File: src/rtl/systolic_feeder.sv
// systolic_feeder: upstream feeder of the systolic array.
// Loads DEPTH weight rows (one per cycle, control=1), then streams data rows
// through a diagonal skew (lane k delayed k+1 cycles), drains the skew with
// zeros and pulses done during the final drain cycle.
// Optional build macro: FEEDER_BUBBLE_CNT_EN adds a saturating bubble_cnt
// output that counts STREAM cycles with no row offered.
module systolic_feeder #(
   parameter int DEPTH     = 4,
   parameter int BIT_WIDTH = 8
) (
   input  logic                       clk,
   input  logic                       rst_n,
   input  logic                       start,
   input  logic [BIT_WIDTH*DEPTH-1:0] wt_in,
   input  logic                       wt_valid,
   output logic                       wt_ready,
   input  logic [BIT_WIDTH*DEPTH-1:0] row_in,
   input  logic                       row_valid,
   input  logic                       row_last,
   output logic                       row_ready,
   output logic                       control,
   output logic [BIT_WIDTH*DEPTH-1:0] wt_arr,
   output logic [BIT_WIDTH*DEPTH-1:0] data_arr,
   output logic                       busy,
   output logic                       done
`ifdef FEEDER_BUBBLE_CNT_EN
   ,
   output logic [15:0]                bubble_cnt
`endif
);

   localparam int                CNT_W = (DEPTH > 1) ? $clog2(DEPTH) : 1;
   localparam logic [CNT_W-1:0]  LAST  = CNT_W'(DEPTH - 1);

   typedef enum logic [1:0] {
      IDLE    = 2'd0,
      LOAD_WT = 2'd1,
      STREAM  = 2'd2,
      DRAIN   = 2'd3
   } state_t;

   state_t                       state_q, state_d;
   logic [CNT_W-1:0]             wt_cnt_q, wt_cnt_d;
   logic [CNT_W-1:0]             drain_cnt_q, drain_cnt_d;
   logic                         done_d;
   logic                         skew_clr;
   logic                         skew_adv;
   logic                         wt_fire;
   logic [BIT_WIDTH*DEPTH-1:0]   x_row;

   // State and counter registers.
   // NOTE: sequential state uses non-blocking (<=) so every flop samples the
   // pre-edge value of its neighbours, independent of statement order.
   always_ff @(posedge clk or negedge rst_n) begin
      if (!rst_n) begin
         state_q     <= IDLE;
         wt_cnt_q    <= '0;
         drain_cnt_q <= '0;
         done        <= 1'b0;
      end else begin
         state_q     <= state_d;
         wt_cnt_q    <= wt_cnt_d;
         drain_cnt_q <= drain_cnt_d;
         done        <= done_d;
      end
   end

   // Next-state, handshake and skew-stage-input decode.
   // NOTE: every signal driven here gets a default first, so no path through
   // the case statement can leave one unassigned and infer a latch.
   always_comb begin
      state_d     = state_q;
      wt_cnt_d    = wt_cnt_q;
      drain_cnt_d = drain_cnt_q;
      wt_ready    = 1'b0;
      row_ready   = 1'b0;
      skew_clr    = 1'b0;
      skew_adv    = 1'b0;
      x_row       = '0;
      unique case (state_q)
         IDLE: begin
            if (start) begin
               state_d  = LOAD_WT;
               wt_cnt_d = '0;
               skew_clr = 1'b1;
            end
         end
         LOAD_WT: begin
            wt_ready = 1'b1;
            if (wt_valid) begin
               wt_cnt_d = wt_cnt_q + CNT_W'(1);
               if (wt_cnt_q == LAST) state_d = STREAM;
            end
         end
         STREAM: begin
            row_ready = 1'b1;
            skew_adv  = 1'b1;
            if (row_valid) begin
               x_row = row_in;
               if (row_last) begin
                  state_d     = DRAIN;
                  drain_cnt_d = '0;
               end
            end
         end
         DRAIN: begin
            skew_adv    = 1'b1;
            drain_cnt_d = drain_cnt_q + CNT_W'(1);
            if (drain_cnt_q == LAST) state_d = IDLE;
         end
         default: state_d = IDLE;
      endcase
      // done is registered so that it is high during the last DRAIN cycle.
      done_d = (state_d == DRAIN) && (drain_cnt_d == LAST);
   end

   assign busy    = (state_q != IDLE);
   assign wt_fire = wt_ready & wt_valid;

   // Weight output register: one-cycle pulse of control with the fired row.
   always_ff @(posedge clk or negedge rst_n) begin
      if (!rst_n) begin
         control <= 1'b0;
         wt_arr  <= '0;
      end else begin
         control <= wt_fire;
         if (wt_fire) wt_arr <= wt_in;
      end
   end

   // Diagonal skew: lane k is a (k+1)-deep shift chain.
   for (genvar k = 0; k < DEPTH; k++) begin : g_lane
      logic [BIT_WIDTH-1:0] pipe [k+1];

      // Lane k shift chain; cleared on job start, advances in STREAM/DRAIN.
      // NOTE: these chains are small flop arrays, not RAM, and must read as
      // zero straight after reset, so they take the asynchronous reset.
      always_ff @(posedge clk or negedge rst_n) begin
         if (!rst_n) begin
            for (int j = 0; j <= k; j++) pipe[j] <= '0;
         end else if (skew_clr) begin
            for (int j = 0; j <= k; j++) pipe[j] <= '0;
         end else if (skew_adv) begin
            pipe[0] <= x_row[k*BIT_WIDTH +: BIT_WIDTH];
            for (int j = 1; j <= k; j++) pipe[j] <= pipe[j-1];
         end
      end

      assign data_arr[k*BIT_WIDTH +: BIT_WIDTH] = pipe[k];
   end

`ifdef FEEDER_BUBBLE_CNT_EN
   // Saturating count of STREAM cycles with no row offered.
   always_ff @(posedge clk or negedge rst_n) begin
      if (!rst_n) begin
         bubble_cnt <= '0;
      end else if (skew_clr) begin
         bubble_cnt <= '0;
      end else if ((state_q == STREAM) && !row_valid && (bubble_cnt != 16'hFFFF)) begin
         bubble_cnt <= bubble_cnt + 16'd1;
      end
   end
`endif

endmodule

File: config.mk
export PLATFORM = sky130hd
export DESIGN_NAME = systolic_feeder
export DESIGN_NICKNAME = d
export VERILOG_FILES = /design/src/rtl/systolic_feeder.sv
export SDC_FILE = /design/constraint.sdc
export NUM_CORES = 1
export LEC_CHECK = 0
export ABC_AREA = 0
export CORE_ASPECT_RATIO = 1.4
export CORE_UTILIZATION = 62
export CTS_CLUSTER_SIZE = 8
export DETAILED_ROUTE_END_ITERATION = 10
export DONT_BUFFER_PORTS = 1
export PLACE_DENSITY = 0.89
export SLEW_MARGIN = 20
export SYNTH_ARGS = -nofsm -noshare
export SYNTH_HDL_FRONTEND = slang
export SYNTH_SLANG_ARGS = --single-unit
export TNS_END_PERCENT = 50
File: constraint.sdc
create_clock -name clk -period 1.45 [get_ports clk]
set_clock_uncertainty 0.1 [all_clocks]
set_input_delay 0.29 -clock clk [delete_from_list [all_inputs] [get_ports clk]]
set_output_delay 0.29 -clock clk [all_outputs]
set_load 0.005 [all_outputs]
== Word-level counts from Yosys, hierarchy flattened ==
Cells that the tools add are included.
Widths: inputs -> output; s select.
Word-level totals
  output and inout bits: 69
  word-level logic and storage cells: 63
  register bits after elaboration: 120
  bits of input ports: 70
Operators by class
  reductions and logical operators: 7
  bitwise logic cells: 1
  multiplexer cells: 28
  equal/unequal tests: 9
  add/subtract/negate cells: 2
Operators by type and width (number)
  $mux 32: 4
  $mux 24: 2
  $mux 16: 2
  $mux 2: 10
  $mux 8: 2
  $eq 2x2->1 const B: 6
  $pmux 2 s2: 2
  $pmux 2 s4: 1
  $reduce_bool 2->1: 3
  $mux 1: 5
  $add 2x1->2 const B: 2
  $ne 2x2->1 const B: 2
  $reduce_and 3->1: 1
  $eq 2x1->1 const B: 1
  $logic_not 2->1: 1
  $reduce_or 2->1: 1
  $and 1x1->1: 1
  $logic_and 1x1->1: 1

== Logic depth before layout (Yosys ltp) ==
  word-level depth: 6
  gate-level depth with buffers: 6
  depth with buffers taken out: 3

== Least setup slack after synthesis ==
OpenSTA, ideal clock, no wires.
  path kind: register -> register
  start point: register state_q[1]
  end point: register g_lane[0].pipe[0] (netlist name)
  data arrival time: 1136 ps
  required time: 1229 ps
  buffers on the path: 2
  setup slack: 93 ps
  setup time: 121 ps
  stages on the path, launching flop included: 6
  period minus slack after synthesis: 1357 ps
  path through: dfrtp_1 > nor2b_1 > and2_1 > buf_2 > buf_4 > a22o_1
On the way
  cells in the longest elaborated chain, start to end: 4
  elaborated cells between the ends (all ways): 10
  classes of those cells: eq/ne: 2; mux: 5; reduce/logical: 3
Ends and longest elaborated chain
  start, declared: RTL line 42  | state_t state_q, state_d;
  start signal, assigned: RTL line 61  | state_q <= state_d;
  $eq 2x2->1: RTL line 80  | unique case (state_q)
  $mux 32 or $reduce_or 2->1 (tied branches)
  $mux 8 or $mux 1 (tied branches): RTL line 143, 80
  $mux 8 or $reduce_bool 2->1 (tied branches)
  end, declared: RTL line 133  | logic [BIT_WIDTH-1:0] pipe [k+1];
Several ways; a longest one is shown, not always the timed one. The select of a mux whose other input is x is not followed.
A chain may end at the register's enable or synchronous reset.

== Worst setup path in the final report ==
  start point: register state_q[0]
  end point: output busy
On the way
  cells in the longest elaborated chain, start to end: 1
Ends and longest elaborated chain
  $reduce_bool 2->1: RTL line 117  | assign busy = (state_q != IDLE);
  end, declared: RTL line 24  | output logic busy,
No other way between the ends.

==> flow_summary.toml <==
[yosys]
synth_top_cell_by_area = "dfrtp_1"
netlist_instances = 312
synth.lib_cells_used.distinct = 24
synthesis.nets = 384
yosys.area.top_type_share = 0.6545
warnings_from_yosys = 0
synth_area_per_cell_sq_um = 14.71
seq_area_frac_synth = 0.6545
post_synth_instance_area_sq_mm = 0.004588
synth_top_cells_by_area = "dfrtp_1 65%, a22o_1 15%, mux2_2 7.9%, buf_4 5.1%, buf_2 1.1%"
postSynthRegisterBits = 120

[worst_setup_path]
crit_path_dat_ns = 1.24
timing.reg2reg.setup_slack_ns = -0.16
critPathKind = "flop to output port"
reg2regPathDepth = 5
worst-path-max-fanout = 4
endpoint = "busy"
crit_path_end_kind = "output port"
crit_path_required_time_ns = 1.06
regToRegStartpoint = "state_q[1]"
critPathLaunchType = "flop"
r2r-end = "wt_arr[16]"
worstSetupStartpoint = "state_q[0]"

[cts]
hold_bufs_at_cts = 68
clk_latency_ns = 0.50
cts.sink_count = 120
number_of_cts_inserted_buffers = 17
htreeDepth = 4
root_buffer_cell = "clkbuf_8"
tritoncts_clock_tree = "yes"
clk_pin_slew_worst_paths_ns = 0.06
clock_path_buffers = 2

[power_and_ir_drop]
static-leakage-power_uw = 0.002866
peakVddDrop_uv = 1536
fin_total_pwr_uw = 13170
cellPowerDensity_mw_per_mm2 = 2167

[global_route]
aggregate_global_routing_overflow = 0
grt_pass1_wl_microns = 18530
grt_total_usage = 0.3376
antenna_violations_before_repair = 1
grt_pass1_vias = 3357
grt_max_degree = 121

[placed_design]
dp_hpwl_microns = 5521
io_buffer_count = 0
routabilityCongestion = 0.8045
post-place-cells = 372

[drt]
drt-wirelength-per-cell_microns = 27.07
wl_microns = 13290
route.detailed.vias_per_inst = 6.373
drcViolationCount = 0
drt-initial-drc-count = 195
drt_first_pass_iters = 4
final_antenna_net_count = 0
via_count_of_the_routed_design = 3129

[timing]
timing_hold_violations_final = 120
worst-slew-pin-transition_ns = 0.2771
layout_worst_path_cycle_share = 1.123
hold_slack_ns = -0.6129
unrepaired_setup_endpoints_after_global_routing = "true"
final-max-slew-violation-count = 0
finalWorstSetupSlack_ns = -0.1784
maxSlewHeadroom = 0.8153
clock.fmax_mhz = 614.1
final-setup-viol-count = 106
final_period_minus_worst_setup_slack_ns = 1.628

[floorplan]
die_height_microns = 103.8
std_cell_rows = 36
floorplan.initialDensity = 0.6488
die_x_microns = 74.71
num_io_pins = 139
die_area_sq_mm = 0.007753
design.core.area_sq_mm = 0.007072

[cells_and_area]
final_core_util = 0.8590
final_net_count = 454
layoutNonFillerInstCount = 491
storage_cell_area_sq_mm = 0.003007
layout.cells.most_common = "dfrtp_1"
post_route_cells_drive_above_1_share = 0.2709
most-common-layout-cells = "117 x dfrtp_1, 80 x a22o_1, 68 x dlygate4sd3_1"
multi_input_comb_area_sq_mm = 0.001324
layout_stage_area_growth_over_the_synthesis_result_pct = 32.40
number_of_fill_cells = 312

[run]
max-cap-violations = 0

[status]
violations_in_the_final_reports = "negative hold slack, negative setup slack"
outcome = "complete, but fails checks"

[hold_path]
hold_path.class = "input pin to async pin"
[state kept, by name (all words and copies together), names as in the netlist]
| register | flops |
|---|---|
| drain_cnt_q | 2 |
| wt_arr | 32 |
| g_lane.pipe | 56 |
| wt_cnt_q | 2 |
| state_q | 2 |
| data_arr | 24 |
| done | 1 |
| control | 1 |
[synthesized netlist by cell type]
master / number
dfrtp_1: 120
buf_4: 31
and2_1: 2
o21ai_1: 1
a21oi_2: 1
mux2i_1: 1
o21ai_0: 5
nand2_1: 5
buf_1: 5
o21bai_1: 1
a22o_1: 80
mux4_2: 1
buf_2: 10
nand2_2: 1
a21oi_1: 1
ha_1: 2
nor2_1: 1
nor2b_2: 1
a22oi_1: 1
a2111oi_2: 1
nor2b_1: 1
a31oi_1: 2
inv_1: 6
mux2_2: 32
[per-layer routing]
metal	track usage	part of all wire
met3	0.1031	0.063
met1	0.3876	0.34
met5	0	0
met2	0.5650	0.55
met4	0.1509	0.042
[what timing repair did]
action	4_1_cts	5_1_grt
cloned	2	5
setup buffers	6	5
gates resized for setup	15	13
endpoints found under the setup margin	41	112
pin swaps	2	23
endpoints found under the hold margin	189	120
[worst min-delay path by stage]
| stage | startpoint | depth (start not counted) | end | slack, ns |
|---|---|---|---|---|
| detailed placement | rst_n | 0 | data_arr[28] | -0.10 |
| finish | rst_n | 0 | wt_arr[0] | -0.61 |
| global placement | rst_n | 0 | data_arr[28] | -0.10 |
| CTS | rst_n | 0 | data_arr[17] | -0.64 |
| floorplan | rst_n | 0 | control | -0.11 |
| global route | rst_n | 0 | wt_arr[11] | -0.64 |
[area by class of cell]
class / count / area share
antenna: 1 / 0.0004119
clock buffer: 23 / 0.08012
clock inverter: 9 / 0.007827
inverter: 6 / 0.004119
multi-input combinational: 140 / 0.2179
sequential: 120 / 0.4950
tap: 95 / 0.01957
timing repair buffer: 97 / 0.1751
[where the power goes]
group | total, uW | leakage, uW | switching [uW] | internal [uW]
clock | 3750 | 0.000273 | 1450 | 2300
sequential | 5500 | 0.00157 | 1040 | 4460
combinational | 3920 | 0.00102 | 1910 | 2010
[cell families after synthesis]
group                      share of synthesized area
AOI/OAI and AO/OA                             0.1715
adders and majority gates                   0.005453
buffers and inverters                        0.07063
DFF                                           0.6545
muxes                                        0.08563
and+or+nand+nor                              0.01227
[worst max-delay path: stages (launching register included)]
cell	delay (ns)
dfrtp_2	0.45
inv_2	0.10
buf_6	0.13
nand2_2	0.06
[per-stage QoR]
step | TNS [ns] | setup slack (ns) | instance area (sq um)
6_report | -7.029 | -0.1784 | 6075
3_5_place_dp | -0.1310 | -0.02548 | 4534
5_1_grt | -8.512 | -0.1921 | 6075
4_1_cts | -2.774 | -0.1280 | 5896
3_3_place_gp | 0 | 0.06433 | 4534
2_1_floorplan | 0 | 0.09323 | 4588
Note: power is estimated with default switching activity, not from simulation.
